<file path="config.mk">
export PLATFORM = sky130hd
export DESIGN_NAME = fetch_unit
export DESIGN_NICKNAME = d
export VERILOG_FILES = /design/src/rtl/fetch_unit.sv
export SDC_FILE = /design/constraint.sdc
export NUM_CORES = 1
export LEC_CHECK = 0
export CAP_MARGIN = 20
export CORE_AREA = 2 2 168 170
export DETAILED_ROUTE_END_ITERATION = 10
export DIE_AREA = 0 0 170 172
export PLACE_DENSITY = 0.81
export SLEW_MARGIN = 20
export SYNTH_ARGS = -nofsm -noshare
export SYNTH_HDL_FRONTEND = slang
export SYNTH_SLANG_ARGS = --single-unit
</file>
<file path="constraint.sdc">
create_clock -name clk -period 9.3 [get_ports clk]
set_input_delay 1.395 -clock clk [delete_from_list [all_inputs] [get_ports clk]]
set_output_delay 1.395 -clock clk [all_outputs]
set_load 0.02 [all_outputs]
</file>
<file path="src/rtl/fetch_unit.sv">
// Instruction fetch: one outstanding I-cache request at a time, responses queued as {pc, inst} toward decode.
// Cache hits push in the request cycle. Fetch stalls while the queue is full. A redirect flushes the queue and drops any late response.
module fetch_unit #(
  parameter logic [31:0] RESET_PC = 32'h0000_0000,
  parameter int          QDEPTH   = 4
) (
  input  logic        clk,
  input  logic        rst,
  output logic [31:0] ic_addr,
  output logic        ic_send_pulse,
  input  logic [31:0] ic_inst,
  input  logic        ic_ack,
  input  logic        redirect,
  input  logic [31:0] redirect_pc,
  output logic        dec_valid,
  input  logic        dec_ready,
  output logic [31:0] dec_inst,
  output logic [31:0] dec_pc
);

  localparam int PW = $clog2(QDEPTH);
  localparam int CW = PW + 1;
  localparam logic [CW-1:0] FULL = CW'(QDEPTH);

  typedef enum logic [1:0] {IDLE, WAIT, DISCARD} state_t;

  typedef struct packed {
    logic [31:0] pc;
    logic [31:0] inst;
  } fq_entry_t;

  state_t          state, state_nxt;
  logic [31:0]     pc, pc_nxt;
  logic [31:0]     req_pc, req_pc_nxt;
  logic [CW-1:0]   count, count_nxt;
  logic [PW-1:0]   wptr, rptr;
  fq_entry_t       mem [QDEPTH];
  fq_entry_t       push_dat;
  logic            push, pop, send;

  assign dec_valid     = (count != '0);
  assign dec_pc        = mem[rptr].pc;
  assign dec_inst      = mem[rptr].inst;
  assign pop           = dec_valid & dec_ready & ~redirect;
  // Reset holds state at IDLE, so the request strobe must also be gated by rst.
  assign ic_send_pulse = send & ~rst;

  always_comb begin
    state_nxt  = state;
    pc_nxt     = pc;
    req_pc_nxt = req_pc;
    push       = 1'b0;
    push_dat   = '0;
    send       = 1'b0;
    ic_addr    = req_pc;
    count_nxt  = count;

    case (state)
      IDLE: begin
        ic_addr = pc;
        if (!redirect && count < FULL) begin
          send       = 1'b1;
          req_pc_nxt = pc;
          if (ic_ack) begin
            push     = 1'b1;
            push_dat = '{pc: pc, inst: ic_inst};
            pc_nxt   = pc + 32'd4;
          end else begin
            state_nxt = WAIT;
          end
        end
      end
      WAIT: begin
        if (ic_ack) begin
          state_nxt = IDLE;
          if (!redirect) begin
            push     = 1'b1;
            push_dat = '{pc: req_pc, inst: ic_inst};
            pc_nxt   = req_pc + 32'd4;
          end
        end else if (redirect) begin
          state_nxt = DISCARD;
        end
      end
      DISCARD: begin
        if (ic_ack) state_nxt = IDLE;
      end
      default: state_nxt = IDLE;
    endcase

    if (redirect) begin
      pc_nxt    = {redirect_pc[31:2], 2'b00};
      push      = 1'b0;
      count_nxt = '0;
    end else begin
      case ({push, pop})
        2'b10:   count_nxt = count + CW'(1);
        2'b01:   count_nxt = count - CW'(1);
        default: count_nxt = count;
      endcase
    end
  end

  always_ff @(posedge clk or posedge rst) begin
    if (rst) begin
      state  <= IDLE;
      pc     <= RESET_PC;
      req_pc <= RESET_PC;
      count  <= '0;
      wptr   <= '0;
      rptr   <= '0;
    end else begin
      state  <= state_nxt;
      pc     <= pc_nxt;
      req_pc <= req_pc_nxt;
      count  <= count_nxt;
      if (redirect) begin
        wptr <= '0;
        rptr <= '0;
      end else begin
        if (push) wptr <= wptr + PW'(1);
        if (pop)  rptr <= rptr + PW'(1);
      end
    end
  end

  always_ff @(posedge clk) begin
    if (push) mem[wptr] <= push_dat;
  end

endmodule
</file>
==> results of run 1 <==
[cell type report]
class                           count  area [sq um]
Clock buffer                       45           923
Clock inverter                     15           124
Fill cell                        2008          9600
Inverter                           10          37.5
Multi-Input combinational cell    640          5050
Sequential cell                   329          9520
Tap cell                          346           433
Timing Repair Buffer              181          1780
[sequential cells by signal, indices dropped and copies added, names as in the netlist]
name / flops
count: 3
pc: 32
req_pc: 32
rptr: 2
state: 2
mem: 256
wptr: 2
[cells by family (layout without fill, tap and decap cells)]
| group | Yosys count | count (layout) | share of synthesized area |
|---|---|---|---|
| AOI/OAI and AO/OA | 114 | 114 | 0.0501 |
| and+or+nand+nor | 364 | 364 | 0.120 |
| muxes | 140 | 140 | 0.154 |
| xor gates and xnor gates | 16 | 16 | 0.00941 |
| adders and majority gates | 6 | 6 | 0.00555 |
| DFF | 329 | 329 | 0.639 |
| buffers and inverters | 74 | 251 | 0.0226 |
[critical path, delay by kind of cell]
family / cells / cell delay [ns]
buffers and inverters: 3 / 1.34
and+or+nand+nor: 4 / 2.15
[through the flow]
step	total power [W]	instance area [sq um]	hold slack, ns
detailed placement	0.00335	16800	0.512
global placement	0.00332	16800	0.491
floorplan	0.00280	14900	0.475
global route	0.00481	17900	0.556
finish	0.00461	17900	0.524
CTS	0.00464	17900	0.523
[synthesized netlist by cell type, drive strengths merged, types with 2 or more instances]
library cell and instances:
nor2b 7, and2 39, xnor2 6, mux2 34, a31oi 7, mux4 64, nand2 187, nand2b 4
edfxtp 256, nor3 6, a211oi 5, nand3b 3, buf 30, nor4 12, ha 5, or3 3
mux2i 42, nor2 61, a2111oi 2, inv 10, nor3b 7, a221oi 4, clkbuf 34, a21o 3
a21oi 48, o2111ai 3, o31ai 2, nand3 12, o32ai 2, o211ai 4, xor2 10, nand4 6
o21ai 22, dfrtp 73, a211o 2, and3 13
[path summary, 6_finish.rpt]
path	endpoint	cells past startpoint
setup / recovery	mem[3][10]	7
hold / removal	req_pc[30]	2
setup reg to reg	mem[3][10]	6
hold reg to reg	req_pc[30]	2
max in group asynchronous	rptr[0]	3
min in group asynchronous	pc[2]	3
[routing by layer]
| layer | up-vias | wire (microns) |
|---|---|---|
| met4 | 0 | 693 |
| met3 | 55 | 2330 |
| met2 | 386 | 15700 |
| met1 | 4653 | 14000 |
| li1 | 4210 | - |
| met5 | - | 0 |
[power groups by stage]
stage	registers, W	logic, W	clock network, W
global placement	0.00195	0.00137	0
global route	0.00196	0.00148	0.00137
CTS	0.00194	0.00139	0.00131
detailed placement	0.00196	0.00139	0
floorplan	0.00187	0.000925	0
finish	0.00194	0.00138	0.00129
==> reports/results.txt, run 1 <==
Flop pwr share: 0.421
Tightest Pin Transition: 0.974 ns
Top Ports: 167
Synth Cell Area: 14900 sq um
Synth warnings: 0
Core Box Area: 27500 sq um
switching power share of the total: 0.312
RSZ-0062 raised after global routing: no
Slew Limit Fails: 0
post-route clock skew: 0.0229 ns
met1 usage: 0.321
Final Routed Wirelength: 32.7 mm
Max-cap violations: 0
vias in the first global route: 9176
die area: 29200 sq um
met3 Resource Use GR: 0.0398
syn nets: 1118
CTS Root Cell: clkbuf_16
Clk pwr share: 0.280
min cycle time layout: 4.80 ns
Switch Pwr: 0.00144 W
Cell Rows: 61
setup TNS: 0 ns
clock slew at reported path FFs: 0.06 ns
Final HPWL DP: 20.1 mm
GRT Max-Usage Layer: met2
GP Congestion: 0.836
Final Setup Violations: 0
Total GRT Usage: 0.228
Core Util, Final: 0.651
initial antenna violation count: 0
final cycle utilization of the critical path: 0.516
WP data arrival: 4.93 ns
DRC: 0
Main synth FF type: edfxtp_1
CTS resizes: 0
P_leak: 6.37 nW
Critical Path RT: 9.43 ns
worst setup path startpoint: ic_ack
worst-skew pair later-pin latency: 0.51 ns
Sink Count: 329
combinational share of power: 0.300
Slew Limit Headroom: 0.351
Crit Path Max Fanout: 38
Max Root-Sink Buffers: 3
Die W: 170 microns
Hold WC Path Type: reg -> reg
number of synthesized flops with an enable pin: 256
CTS Buf Count: 34
final std cells w/o fill: 1566
Placement Setup Slack: 3.95 ns
Final Hold Viols: 0
Placed Cells incl. Taps: 1506
max incr delay on CP: 0.65 ns
outcome: finished, final reports clean
Gate Count Post-Synth: 1043
r2r startpoint: state[1]
most frequent cells in the layout: edfxtp_1, nand2_1, clkdlybuf4s50_1
Post-synth ARST share: 0.222
Final ANT Viol Nets: 0
Worst Slack Setup Final: 4.50 ns
post-synth top area share: 0.516
Iter 0 DRT Violations: 1021
M2 GR Usage: 0.374
drt pass-1 iters: 5
post-CTS setup buffers: 0
global-route wire length before repair: 51.4 mm
hold_buf cts: 0
Initial Util: 0.542
commonest non-fill, non-tap cell in the layout: edfxtp_1
largest net degree at the start of global routing: 78
PwrDens: 258 nW/um^2
VDD IR-drop max: 0.231 mV
Die Span Y: 172 microns
reg-to-reg setup timing slack: 5.27 ns
internal power: 0.00317 W
drt wl/cell: 20.9 microns
CTS tree: built
ant diodes: 0
Vias: 9304
Area contributors post-synth: edfxtp_1, dfrtp_1, mux4_2
Syn Area/Cell: 14.3 sq um
CTS H-tree lvls: 2
critical hold path startpoint: req_pc[30]
drt via density: 5.94
Achievable Freq: 208 MHz
Layout Area Growth over Synthesis: 20.1%
launching element type of the critical path: input pin
WS Path Type: in -> reg
Critical-path top delay cell: and2_2
register area share after synthesis: 0.639
grt ovf: 0
library cells used by synthesis: 68
Yosys reg bits: 329
CP Cell Sequence: clkdlybuf4s50_1 > nand2b_1 > or2_1 > nor2_4 > buf_16 > and2_2 > buf_4
share of cells above drive strength 1: 0.160
Layout Nets: 1271
number of port buffers: 164
dominant cell type by area after synthesis: edfxtp_1
critical path endpoint category: flip-flop
No activity file was read; power rests on OpenSTA's default activity.
==> run 2: changes to the inputs <==
Clock period 9.3 ns to 4.8 ns, I/O delays scaled along.
==> reports/results.txt, run 2 (synthesis results as in run 1) <==
initial antenna violation count: 0 (unchanged)
launching element type of the critical path: flip-flop (was input pin)
drt wl/cell: 20.8 microns (was 20.9 microns)
multi-input logic area: 5050 sq um (unchanged)
PwrDens: 502 nW/um^2 (was 258 nW/um^2)
commonest non-fill, non-tap cell in the layout: edfxtp_1 (unchanged)
worst setup path startpoint: state[1] (was ic_ack)
Largest register FFs: 256 (unchanged)
setup TNS: 0 ns (unchanged)
Die Span Y: 172 microns (unchanged)
Total Power: 0.00903 W (was 0.00461 W)
Clk pwr share: 0.286 (was 0.280)
GP Congestion: 0.865 (was 0.836)
P_leak: 6.42 nW (was 6.37 nW)
r2r startpoint: state[1] (unchanged)
post-route clock skew: 0.0159 ns (was 0.0229 ns)
WP data arrival: 3.08 ns (was 4.93 ns)
Flop pwr share: 0.416 (was 0.421)
worst-skew pair later-pin latency: 0.51 ns (about the same)
reg-to-reg setup timing slack: 1.62 ns (was 5.27 ns)
largest net degree at the start of global routing: 64 (was 78)
Hold WS: 0.480 ns (was 0.524 ns)
Switch Pwr: 0.00280 W (was 0.00144 W)
global-route wire length before repair: 51.3 mm (was 51.4 mm)
final std cells w/o fill: 1571 (was 1566)
Max-cap violations: 0 (unchanged)
Achievable Freq: 263 MHz
CTS H-tree lvls: 2 (unchanged)
internal power: 0.00623 W (was 0.00317 W)
Critical Path End: ic_addr[1] (was mem[3][10])
post-CTS setup buffers: 0 (unchanged)
Crit Path Max Fanout: 22 (was 38)
Final Setup Violations: 0 (unchanged)
min cycle time layout: 3.80 ns
combinational share of power: 0.298 (was 0.300)
Cell Rows: 61 (unchanged)
drt via density: 5.90 (was 5.94)
Core Box Area: 27500 sq um (unchanged)
clock slew at reported path FFs: 0.06 ns (about the same)
Worst R2R Path Depth: 8 (was 6)
Slew Limit Fails: 0 (unchanged)
CTS Root Cell: clkbuf_16 (unchanged)
vias in the first global route: 9332 (was 9176)
Critical Path RT: 4.08 ns (was 9.43 ns)
Total GRT Usage: 0.228 (about the same)
Tightest Pin Transition: 1.09 ns (was 0.974 ns)
Final ANT Viol Nets: 0 (unchanged)
Layout Nets: 1279 (was 1271)
most frequent cells in the layout: edfxtp_1, nand2_1, clkdlybuf4s50_1 (unchanged)
VDD IR-drop max: 0.420 mV (was 0.231 mV)
# fillers: 1932 (was 2008)
Top Ports: 167 (unchanged)
Slew Limit Headroom: 0.265 (was 0.351)
number of port buffers: 164 (unchanged)
outcome: finished, final reports clean (unchanged)
CTS resizes: 0 (unchanged)
Final HPWL DP: 21.1 mm (was 20.1 mm)
Hold WC Path Type: in -> async (was reg -> reg)
Layout Area Growth over Synthesis: 20.9% (was 20.1%)
WS Path Type: reg -> out (was in -> reg)
RSZ-0062 raised after global routing: no (unchanged)
hold_buf cts: 0 (unchanged)
critical path endpoint category: output pin (was flip-flop)
Final Routed Wirelength: 32.7 mm (about the same)
switching power share of the total: 0.310 (was 0.312)
Max Root-Sink Buffers: 3 (unchanged)
Iter 0 DRT Violations: 977 (was 1021)
CTS tree: built (unchanged)
Reg with most FFs: mem (unchanged)
die area: 29200 sq um (unchanged)
grt ovf: 0 (unchanged)
Sink Count: 329 (unchanged)
drt pass-1 iters: 5 (unchanged)
share of cells above drive strength 1: 0.168 (was 0.160)
Placed Cells incl. Taps: 1514 (was 1506)
CTS Buf Count: 34 (unchanged)
Vias: 9262 (was 9304)
Final Hold Viols: 0 (unchanged)
largest registers: mem x256, pc x32, req_pc x32 (unchanged)
ant diodes: 0 (unchanged)
r2r endpoint: pc[30] (was mem[3][10])
sequential cell area: 9520 sq um (unchanged)
Die W: 170 microns (unchanged)
DRC: 0 (unchanged)
final cycle utilization of the critical path: 0.792
Initial Util: 0.542 (unchanged)
==> run 2: changes by cell type in the layout (fill, tap and decap cells not counted), moves of 2 or more <==
cell      previous run  this run
buf_12               0         3
clkinv_1             6         1
inv_6                1         3
buf_4               16        22
clkinv_2             5         2
==> run 2: worst max-delay path, cell delays in order, from the launching register on <==
cell and delay (ns):
dfrtp_1 0.51, nor2_2 0.64, buf_4 0.45, mux2_2 0.42
clkdlybuf4s50_1 0.55
==> run 2: cell type report <==
| class | count | share of cell area |
|---|---|---|
| flip-flops and latches | 329 | 0.529 |
| multi-input cells | 640 | 0.281 |
| repair buffers | 189 | 0.103 |
| clock buffers | 45 | 0.0519 |
| well taps | 346 | 0.0241 |
| clock inverters | 12 | 0.00855 |
| inverters | 10 | 0.00209 |
==> run 2: worst min-delay path by stage <==
stage / from / end / cells past startpoint
after global placement: pc[0] / req_pc[0] / 2
after detailed placement: req_pc[22] / req_pc[22] / 2
after floorplan: pc[0] / req_pc[0] / 2
final: rst / pc[3] / 2
after CTS: rst / pc[7] / 2
after global routing: rst / req_pc[3] / 2
==> run 2: per-stage QoR <==
step | area, sq um | worst slack [ns] | util
detailed placement | 16900 | 1.53 | 0.615
floorplan | 14900 | 1.19 | -
global route | 18000 | 0.929 | 0.655
finish | 18000 | 1.00 | 0.655
global placement | 16900 | 1.56 | 0.615
CTS | 18000 | 1.02 | 0.655
==> run 2: power by group through the flow <==
stage	clock network, W	logic, W	registers (W)
after floorplan	0	0.00179	0.00363
after global placement	0	0.00266	0.00379
after detailed placement	0	0.00271	0.00381
after CTS	0.00263	0.00272	0.00375
after global routing	0.00274	0.00288	0.00381
final	0.00258	0.00269	0.00376
==> run 2: routing by layer <==
layer | wire length, microns | track usage | up-vias
met5 | 0 | 0 | -
li1 | - | - | 4228
met2 | 16100 | 0.383 | 371
met1 | 13800 | 0.311 | 4614
met3 | 2220 | 0.0433 | 49
met4 | 649 | 0.0617 | 0
